### config.mk
export PLATFORM = sky130hd
export DESIGN_NAME = timer_counter_flat
export DESIGN_NICKNAME = d
export VERILOG_FILES = /design/src/rtl/timer_counter_if.sv /design/src/rtl/timer_counter.sv /design/src/flat_wrapper.sv
export SDC_FILE = /design/constraint.sdc
export NUM_CORES = 1
export LEC_CHECK = 0
export CAP_MARGIN = 10
export CORE_MARGIN = 4
export CORE_UTILIZATION = 37
export DETAILED_ROUTE_END_ITERATION = 6
export PLACE_DENSITY = 0.87
export SLEW_MARGIN = 20
export SYNTH_ARGS = -nofsm -noshare
export SYNTH_HDL_FRONTEND = slang
export SYNTH_SLANG_ARGS = --single-unit
### constraint.sdc
create_clock -name pclk -period 2 [get_ports pclk]
set_input_delay 0.5 -clock pclk [delete_from_list [all_inputs] [get_ports pclk]]
set_output_delay 0.5 -clock pclk [all_outputs]
set_load 0.01 [all_outputs]
### src/rtl/timer_counter_if.sv
// Bus bundle between the timer count stage and the logic around it.
// master = the side that drives the controls (register block or bench).
// slave  = the timer_counter itself.
// pclk/preset are not carried here; they stay plain ports of the stage.
interface timer_counter_if #(
    parameter int WIDTH = 8
);
    logic             clk_ena;
    logic             cnt_en;
    logic             udt;
    logic             load;
    logic [WIDTH-1:0] tdr;
    logic             ovf_clr;
    logic             udf_clr;
    logic             ovf_ie;
    logic             udf_ie;
    logic [WIDTH-1:0] cmp_val;
    logic             cmp_clr;
    logic [WIDTH-1:0] cnt;
    logic             ovf_flag;
    logic             udf_flag;
    logic             cmp_flag;
    logic             irq;

    modport master (
        output clk_ena, cnt_en, udt, load, tdr, ovf_clr, udf_clr,
               ovf_ie, udf_ie, cmp_val, cmp_clr,
        input  cnt, ovf_flag, udf_flag, cmp_flag, irq
    );

    modport slave (
        input  clk_ena, cnt_en, udt, load, tdr, ovf_clr, udf_clr,
               ovf_ie, udf_ie, cmp_val, cmp_clr,
        output cnt, ovf_flag, udf_flag, cmp_flag, irq
    );
endinterface

### src/rtl/timer_counter.sv
// Timer count stage: up/down counter advanced by the prescaler's clk_ena
// tick, with synchronous load, sticky overflow/underflow flags and a level
// interrupt request. Everything runs on posedge pclk; clk_ena is only a
// count enable.
// Optional feature macro: TMR_CMP_EN adds the sticky compare-match flag.
// Without it cmp_flag is tied 0 and cmp_val/cmp_clr are ignored.
module timer_counter #(
    parameter int WIDTH = 8
) (
    input  logic            pclk,
    input  logic            preset,
    timer_counter_if.slave  bus
);
    localparam logic [WIDTH-1:0] MAX = '1;
    localparam logic [WIDTH-1:0] ONE = {{(WIDTH-1){1'b0}}, 1'b1};

    logic [WIDTH-1:0] cnt_q, cnt_d;
    logic             ovf_q, ovf_d;
    logic             udf_q, udf_d;
    logic             tick;
    logic             ovf_set;
    logic             udf_set;
    logic             cmp_term;

    // Next count and flag-set strobes; load beats a tick and suppresses its flags.
    always_comb begin
        cnt_d   = cnt_q;
        ovf_set = 1'b0;
        udf_set = 1'b0;
        tick    = bus.cnt_en & bus.clk_ena;
        if (bus.load) begin
            cnt_d = bus.tdr;
        end else if (tick) begin
            if (!bus.udt) begin
                cnt_d   = cnt_q + ONE;
                ovf_set = (cnt_q == MAX);
            end else begin
                cnt_d   = cnt_q - ONE;
                udf_set = (cnt_q == '0);
            end
        end
        // A set in the same cycle as its clear wins.
        ovf_d = ovf_set | (ovf_q & ~bus.ovf_clr);
        udf_d = udf_set | (udf_q & ~bus.udf_clr);
    end

    // Counter and sticky flag registers.
    always_ff @(posedge pclk) begin
        if (preset) begin
            cnt_q <= '0;
            ovf_q <= 1'b0;
            udf_q <= 1'b0;
        end else begin
            cnt_q <= cnt_d;
            ovf_q <= ovf_d;
            udf_q <= udf_d;
        end
    end

`ifdef TMR_CMP_EN
    logic cmp_q, cmp_d;
    logic cmp_set;

    // Compare match only on a real count step (loads never match), wrap values included.
    always_comb begin
        cmp_set = tick & ~bus.load & (cnt_d == bus.cmp_val);
        cmp_d   = cmp_set | (cmp_q & ~bus.cmp_clr);
    end

    // Sticky compare-match flag register.
    always_ff @(posedge pclk) begin
        if (preset) begin
            cmp_q <= 1'b0;
        end else begin
            cmp_q <= cmp_d;
        end
    end

    assign cmp_term = cmp_q;
`else
    logic unused_cmp;
    assign unused_cmp = ^{bus.cmp_val, bus.cmp_clr};
    assign cmp_term   = 1'b0;
`endif

    assign bus.cnt      = cnt_q;
    assign bus.ovf_flag = ovf_q;
    assign bus.udf_flag = udf_q;
    assign bus.cmp_flag = cmp_term;
    // Enables only gate the request; the flags themselves are never touched by them.
    assign bus.irq      = (ovf_q & bus.ovf_ie) | (udf_q & bus.udf_ie) | cmp_term;
endmodule

### src/flat_wrapper.sv
// flat-port wrapper written by rule: the top's interface ports become plain ports
module timer_counter_flat 
#(
    parameter int WIDTH = 8
)
  (pclk, preset, bus_clk_ena, bus_cnt_en, bus_udt, bus_load, bus_tdr, bus_ovf_clr, bus_udf_clr, bus_ovf_ie, bus_udf_ie, bus_cmp_val, bus_cmp_clr, bus_cnt, bus_ovf_flag, bus_udf_flag, bus_cmp_flag, bus_irq);
  timer_counter_if #(.WIDTH(WIDTH)) bus_i ();
  input  logic pclk;
  input  logic preset;
  input wire logic [$bits(bus_i.clk_ena)-1:0] bus_clk_ena;
  input wire logic [$bits(bus_i.cnt_en)-1:0] bus_cnt_en;
  input wire logic [$bits(bus_i.udt)-1:0] bus_udt;
  input wire logic [$bits(bus_i.load)-1:0] bus_load;
  input wire logic [$bits(bus_i.tdr)-1:0] bus_tdr;
  input wire logic [$bits(bus_i.ovf_clr)-1:0] bus_ovf_clr;
  input wire logic [$bits(bus_i.udf_clr)-1:0] bus_udf_clr;
  input wire logic [$bits(bus_i.ovf_ie)-1:0] bus_ovf_ie;
  input wire logic [$bits(bus_i.udf_ie)-1:0] bus_udf_ie;
  input wire logic [$bits(bus_i.cmp_val)-1:0] bus_cmp_val;
  input wire logic [$bits(bus_i.cmp_clr)-1:0] bus_cmp_clr;
  output wire logic [$bits(bus_i.cnt)-1:0] bus_cnt;
  output wire logic [$bits(bus_i.ovf_flag)-1:0] bus_ovf_flag;
  output wire logic [$bits(bus_i.udf_flag)-1:0] bus_udf_flag;
  output wire logic [$bits(bus_i.cmp_flag)-1:0] bus_cmp_flag;
  output wire logic [$bits(bus_i.irq)-1:0] bus_irq;
  assign bus_i.clk_ena = bus_clk_ena;
  assign bus_i.cnt_en = bus_cnt_en;
  assign bus_i.udt = bus_udt;
  assign bus_i.load = bus_load;
  assign bus_i.tdr = bus_tdr;
  assign bus_i.ovf_clr = bus_ovf_clr;
  assign bus_i.udf_clr = bus_udf_clr;
  assign bus_i.ovf_ie = bus_ovf_ie;
  assign bus_i.udf_ie = bus_udf_ie;
  assign bus_i.cmp_val = bus_cmp_val;
  assign bus_i.cmp_clr = bus_cmp_clr;
  assign bus_cnt = bus_i.cnt;
  assign bus_ovf_flag = bus_i.ovf_flag;
  assign bus_udf_flag = bus_i.udf_flag;
  assign bus_cmp_flag = bus_i.cmp_flag;
  assign bus_irq = bus_i.irq;
  timer_counter #(.WIDTH(WIDTH)) u_core (.pclk(pclk), .preset(preset), .bus(bus_i));
endmodule
== Word-level counts from Yosys, hierarchy flattened ==
Cells that the tools add are included.

* Bits in registers: 10
* Input port bits: 27
* Output and inout port bits: 12

* Add/subtract/negate cells: 2
* Equal/unequal tests: 1
* Multiplexer cells: 9
* Bitwise gates (word level): 10
* Reductions and logical operators: 2

{| class="wikitable"
|+ Operators with widths
! cell !! number
|-
| 2-to-1 mux 8 bit || 3
|-
| adder 8 x 1 -> 8 bit (second input constant) || 1
|-
| equality test 8 bit (second input constant) || 1
|-
| logical NOT 8 bit || 1
|-
| subtractor 8 x 1 -> 8 bit (second input constant) || 1
|-
| 2-to-1 mux 1 bit || 6
|-
| AND 1 bit || 5
|-
| bitwise OR 1 bit || 3
|-
| NOT 1 bit || 2
|-
| nonzero test 2 bit || 1
|}

== Logic depth before layout (Yosys ltp) ==
Gate-level depths: netlist of the first run.

* Word-level depth: 5
* Mapped depth: 7

== Least setup slack after synthesis of the first run ==
No wires, ideal clock.

* Path type: in2reg
* Start: input port bus_udt
* End: register u_core.cnt_q[7], in the netlist u_core.bus.cnt[7]
* Arrival: 1.757 ns
* Path slack: 0.152 ns
* Stages on the path: 6
* Path buffers: 0
* Cells stage by stage: ha_1 a21o_1 a21oi_2 o21ai_2 a311o_1 a311oi_1

* Word-level cells in the longest chain between the ends: 3

{| class="wikitable"
|+ RTL lines
! item !! line !! text
|-
| from (decl) || flat_wrapper.sv:12 || <nowiki>input wire logic [$bits(bus_i.udt)-1:0] bus_udt;</nowiki>
|-
| 2-to-1 mux 8 bit || timer_counter.sv:34 || <nowiki>if (!bus.udt) begin</nowiki>
|-
| 2-to-1 mux 8 bit || timer_counter.sv:33 || <nowiki>end else if (tick) begin</nowiki>
|-
| 2-to-1 mux 8 bit || timer_counter.sv:31 || <nowiki>if (bus.load) begin</nowiki>
|-
| to (signal assigned) || timer_counter.sv:54 || <nowiki>cnt_q <= cnt_d;</nowiki>
|-
| to (decl) || timer_counter.sv:17 || <nowiki>logic [WIDTH-1:0] cnt_q, cnt_d;</nowiki>
|}

Every way passes these cells. The select of a mux whose other input is x is not followed.
A chain may end at the register's enable or synchronous reset.

== Worst setup path after layout of the first run ==
Same ends and word-level chain as after synthesis.

==> impl_metrics.toml, run 1 <==
[worst_setup_path]
r2r_slack_ps = 150
cp-end-kind = "flop"
critPathArrivalTime_ps = 2100
critPathKind = "input port to flop"
cp.required_ps = 2180
critPathMaxFanout = 3
crit_path_start_kind = "input port"

[synthesis]
synth_edf_count = 0
yosysTopAreaCell = "dfxtp_1"
synth.most_common_cell = "a21oi_1"
syn_nets = 132
synth_compound_area_share_pct = 27.1
synth_xor_xnor_area_share_pct = 6.73
ys_seq_area_share_pct = 25.6
ys_top_cells_by_area = "dfxtp_1 26%, ha_1 9.6%, a21oi_1 7.7%"
syn_area_per_cell_um2 = 7.97
netlist_instances = 98
synth_flop_cell = "dfxtp_1"
netlist.area_leader.share_pct = 25.6
syn_area_um2 = 781
synth_simple_gate_area_share_pct = 22.9
yosysWarnings = 0
synth_top_cells_by_count = "12 x a21oi_1, 10 x dfxtp_1, 10 x nor2_1"
async_flop_share_pct = 0
synth-seq-cells = 10
synthMuxAreaShare_pct = 0
synth_top_family_by_area = "compound AO/OA/AOI/OAI gates"
ys_types = 37
synth_fa_ha_area_share_pct = 12.2

[final_layout]
nets = 179
syn2layout_area_growth_pct = 62.5
final_cell_count_no_fill = 171
num-fill-cells = 147
seq_area_um2 = 200
multi_input_area_um2 = 559
num_antenna_cells = 0
drive_gt1_share_pct = 20.8

[timing]
worst_slack_ps = 72.3
max_freq_ghz = 0.519
slew_viol_final = 0
hold_viol_final = 0
finalCriticalPeriod_ps = 1930
finClkSkew_ps = 6.35
fin_crit_sh_pct = 96.4
rsz0062_at_grt = "false"
fin_tns_setup_ps = 0
setup_viol = 0

[power]
powerDensity_nw_per_um2 = 535
seqPwrFrac_pct = 33.7
total_power_uw = 679
leakagePower_nw = 0.514
power.switching_uw = 205
clkPwrFrac_pct = 27.1
pwr-share-comb_pct = 39.2
ir_drop_mv = 0.258
intPower_uw = 474
power.share.switching_pct = 30.1

[routing]
wl_mm = 2.44
drc = 0
ant_nets = 0
drtIter0Drc = 24
firstDrtPassIters = 4
via_count = 918
wire_per_inst_um = 14.3
detail_route.vias_per_cell = 5.37

[floorplan]
die_y_um = 53.9
die_x_um = 53.9
start_util_pct = 39.4
boundaryPins = 39
design.die.area_um2 = 2910
num_rows = 16
coreArea_um2 = 1980

[global_route]
grt_max_degree = 18
grt_pass1_wl_mm = 3.86
antenna_found_initial = 0
grt.overflow.total = 0
grt_usage_pct = 18.6
grt_pass1_vias = 933

[cts]
cts_root_buf = "clkbuf_4"
clk_pin_slew_worst_paths_ps = 60
postCtsHoldBufs = 0
htreeDepth = 1
cts_tree = "built"
clock_sinks = 10
numCtsBuffers = 3
postCtsSetupRepairBufs = 0
clockBufferDepth = 2
clock_latency_ps = 270

[place]
gp_congestion = 0.827
place_hpwl_mm = 1.80
dp_slack_ps = -472
dp_cells = 167
port_buffers = 28

[run_status]
status = "finished, final reports clean"

[flow_run]
maxCapViolations = 0

[worst_hold_path]
hold_class = "flop to flop"
[cell type report]
| class | count | area share, % |
|---|---|---|
| well taps | 27 | 2.66 |
| flip-flops and latches | 10 | 15.8 |
| multi-input cells | 79 | 44.1 |
| repair buffers | 47 | 33.4 |
| inverters | 4 | 1.18 |
| clock buffers | 4 | 2.86 |
[kinds of logic (layout without fill, tap and decap cells)]
logic type / after synthesis / in the layout
xor+xnor: 6 / 6
other cells: 1 / 1
fa+ha+maj: 7 / 7
simple gates: 35 / 35
compound gates: 30 / 30
flops: 10 / 10
buf+inv: 9 / 55
[layer usage]
metal / vias up / share of wire [%] / GRT usage (%)
met5: - / 0 / 0
met4: 0 / 0.78 / 9.36
li1: 449 / - / -
met2: 34 / 49 / 35.1
met1: 433 / 43 / 18.9
met3: 2 / 7.1 / 3.88
[flip-flops by register name, summed over array words and instances, names as in the netlist]
| name | flops |
|---|---|
| u_core.bus.udf_flag | 1 |
| u_core.bus.cnt | 8 |
| u_core.bus.ovf_flag | 1 |
[worst max-delay path: stages]
cell and delay, ps:
dlygate4sd2_1 270, ha_1 290, a21o_1 210, a21oi_2 190
o21ai_2 90, a311o_1 350, a311oi_1 200
[power groups by stage]
| stage | Clock [mW] | Combinational, mW | Sequential [mW] |
|---|---|---|---|
| 4_1_cts | 0.189 | 0.260 | 0.227 |
| 5_1_grt | 0.203 | 0.290 | 0.230 |
| 3_5_place_dp | 0 | 0.256 | 0.232 |
| 6_report | 0.184 | 0.266 | 0.229 |
| 3_3_place_gp | 0 | 0.247 | 0.231 |
| 2_1_floorplan | 0 | 0.126 | 0.236 |
[metrics by stage]
stage | cell area [µm²] | util (%) | hold slack, ps
after CTS | 1250 | 63.1 | 501
after global placement | 1210 | 61.2 | 475
final | 1270 | 64.0 | 496
after detailed placement | 1210 | 61.2 | 492
after floorplan | 781 | - | 505
after global routing | 1270 | 64.0 | 527
[cell usage in the layout, fill, tap and decap left out, types with 2 or more instances in the layout]
cell type / netlist / routed
nand2_1: 7 / 7
buf_4: 1 / 18
a21oi_1: 12 / 12
clkbuf_4: 0 / 3
nand2b_1: 2 / 2
a21o_1: 2 / 2
ha_1: 6 / 5
nor3_1: 3 / 3
dlygate4sd2_1: 0 / 2
o21a_1: 2 / 2
and2_1: 2 / 2
a211oi_1: 4 / 4
xnor2_1: 6 / 6
dfxtp_1: 10 / 10
nand4_1: 3 / 3
nor2_1: 10 / 10
clkdlybuf4s50_1: 0 / 26
inv_1: 4 / 4
[repair_timing]
item,CTS,global route
pin swaps,0,4
gates resized for setup,3,3
setup endpoints to repair,5,2
[worst paths after layout]
| kind | from | end | depth (start not counted) |
|---|---|---|---|
| max | bus_udt | u_core.bus.cnt[7]$_SDFFE_PP0P_ | 7 |
| min | u_core.bus.udf_flag$_SDFF_PP0_ | u_core.bus.udf_flag$_SDFF_PP0_ | 2 |
| max reg2reg | u_core.bus.cnt[1]$_SDFFE_PP0P_ | u_core.bus.cnt[7]$_SDFFE_PP0P_ | 6 |
| min reg2reg | u_core.bus.udf_flag$_SDFF_PP0_ | u_core.bus.udf_flag$_SDFF_PP0_ | 2 |
Note: power is estimated with default switching activity, not from simulation.
==> inputs of run 2 (changes only) <==
- REMOVE_ABC_BUFFERS: unset -> 1
==> impl_metrics.toml, run 2 (synthesis results as in run 1) <==
[cts]
clockBufferDepth = 2
cts_tree = "built"
htreeDepth = 1
clock_sinks = 10
numCtsBuffers = 3
postCtsHoldBufs = 0
cts_root_buf = "clkbuf_4"
postCtsSetupRepairBufs = 0
clk_pin_slew_worst_paths_ps = 60
clock_latency_ps = 270

[final_layout]
num_antenna_cells = 0
final_cell_mix = "26 x clkdlybuf4s50_1, 16 x buf_4, 12 x a21oi_1"
drive_gt1_share_pct = 19.1
fin_util_pct = 62.4
largest_reg_flops = 8
nets = 176
syn2layout_area_growth_pct = 58.3
layout_commonest_cell = "clkdlybuf4s50_1"
finish.instance_area_um2 = 1240

[routing]
dr_wl_met3_um = 167
firstDrtPassIters = 4
wl_met1_um = 946
highest_layer = "met4"
detail_route.vias_per_cell = 5.36
drtIter0Drc = 24
via_count = 901
dr_wl_met2_mm = 1.05
wl_mm = 2.22
wire_per_inst_um = 13.2
ant_nets = 0
drc = 0

[global_route]
grt_pass1_wl_mm = 3.78
grt_usage_pct = 18.0
grt_max_degree = 18
antenna_found_initial = 0
grt.overflow.total = 0
grt_pass1_vias = 883

[floorplan]
boundaryPins = 39
num_rows = 16
die_y_um = 53.9
start_util_pct = 39.4
coreArea_um2 = 1980
design.die.area_um2 = 2910
die_x_um = 53.9

[timing]
hold_viol_final = 0
rsz0062_at_grt = "false"
worst_slack_ps = 101
finalCriticalPeriod_ps = 1900
whs_ps = 490
finClkSkew_ps = 1.58
max_freq_ghz = 0.527
setup_viol = 0
fin_crit_sh_pct = 95.0
slew_viol_final = 0

[power]
powerDensity_nw_per_um2 = 540
leakagePower_nw = 0.496
total_power_uw = 667
ir_drop_mv = 0.304

[run_status]
status = "finished, final reports clean"

[flow_run]
maxCapViolations = 0

[worst_setup_path]
cp.required_ps = 1500
r2r_slack_ps = 170
reg2reg_from = "u_core.bus.cnt[1]$_SDFFE_PP0P_"
critPathKind = "input port to primary output"
crit_path_start_kind = "input port"
cp-end-kind = "primary output"
critPathMaxFanout = 1
rr_endpoint = "u_core.bus.cnt[7]$_SDFFE_PP0P_"
worst_r2r_path_depth = 6
critPathArrivalTime_ps = 1400

[place]
dp_slack_ps = -503
place_hpwl_mm = 1.82
gp_congestion = 0.829
place_area_um2 = 1190
port_buffers = 28

[worst_hold_path]
min_path_cells = 2
min_from = "u_core.bus.udf_flag$_SDFF_PP0_"
hold_class = "flop to flop"
holdPathEnd = "u_core.bus.udf_flag$_SDFF_PP0_"
[run 2: final cells by class]
class | count | area [µm²]
inverters | 4 | 15.0
fillers | 156 | 746
well taps | 27 | 33.8
clock buffers | 4 | 36.3
repair buffers | 44 | 394
flip-flops and latches | 10 | 200
multi-input cells | 79 | 557
[run 2: timing repair]
action                                  CTS  global route
endpoints found under the setup margin    5             2
gates resized for setup                   3             3
pin swaps                                 0             2
cloned                                    0             0
[run 2: layer usage]
layer | global-route usage [%] | vias up
met4 | 10.2 | 0
met1 | 20.5 | 407
met3 | 2.49 | 9
met2 | 31.7 | 41
li1 | - | 444
met5 | 0 | -
[run 2: critical path: stages]
cell and delay (ps):
clkdlybuf4s50_1 400, a22o_1 220, dlygate4sd2_1 280
[run 2: power breakdown]
group,switching [mW],internal [mW]
Clock,0.0736,0.111
Sequential,0.0188,0.212
Combinational,0.107,0.145
Total,0.200,0.467
[run 2: through the flow]
stage          TNS, ps  std cells
2_1_floorplan        0         93
3_3_place_gp     -2190        164
3_5_place_dp     -2390        164
4_1_cts              0        168
5_1_grt              0        168
6_report             0        168
[run 2: worst max path at each step]
stage,to,depth (start not counted),slack [ps],startpoint
3_5_place_dp,u_core.bus.cnt[6]$_SDFFE_PP0P_,9,-500,bus_udt
5_1_grt,bus_irq,3,70,bus_ovf_ie
6_report,bus_irq,3,100,bus_ovf_ie
2_1_floorplan,u_core.bus.cnt[7]$_SDFFE_PP0P_,6,150,bus_udt
3_3_place_gp,u_core.bus.cnt[6]$_SDFFE_PP0P_,9,-430,bus_udt
4_1_cts,u_core.bus.cnt[6]$_SDFFE_PP0P_,8,30,bus_udt
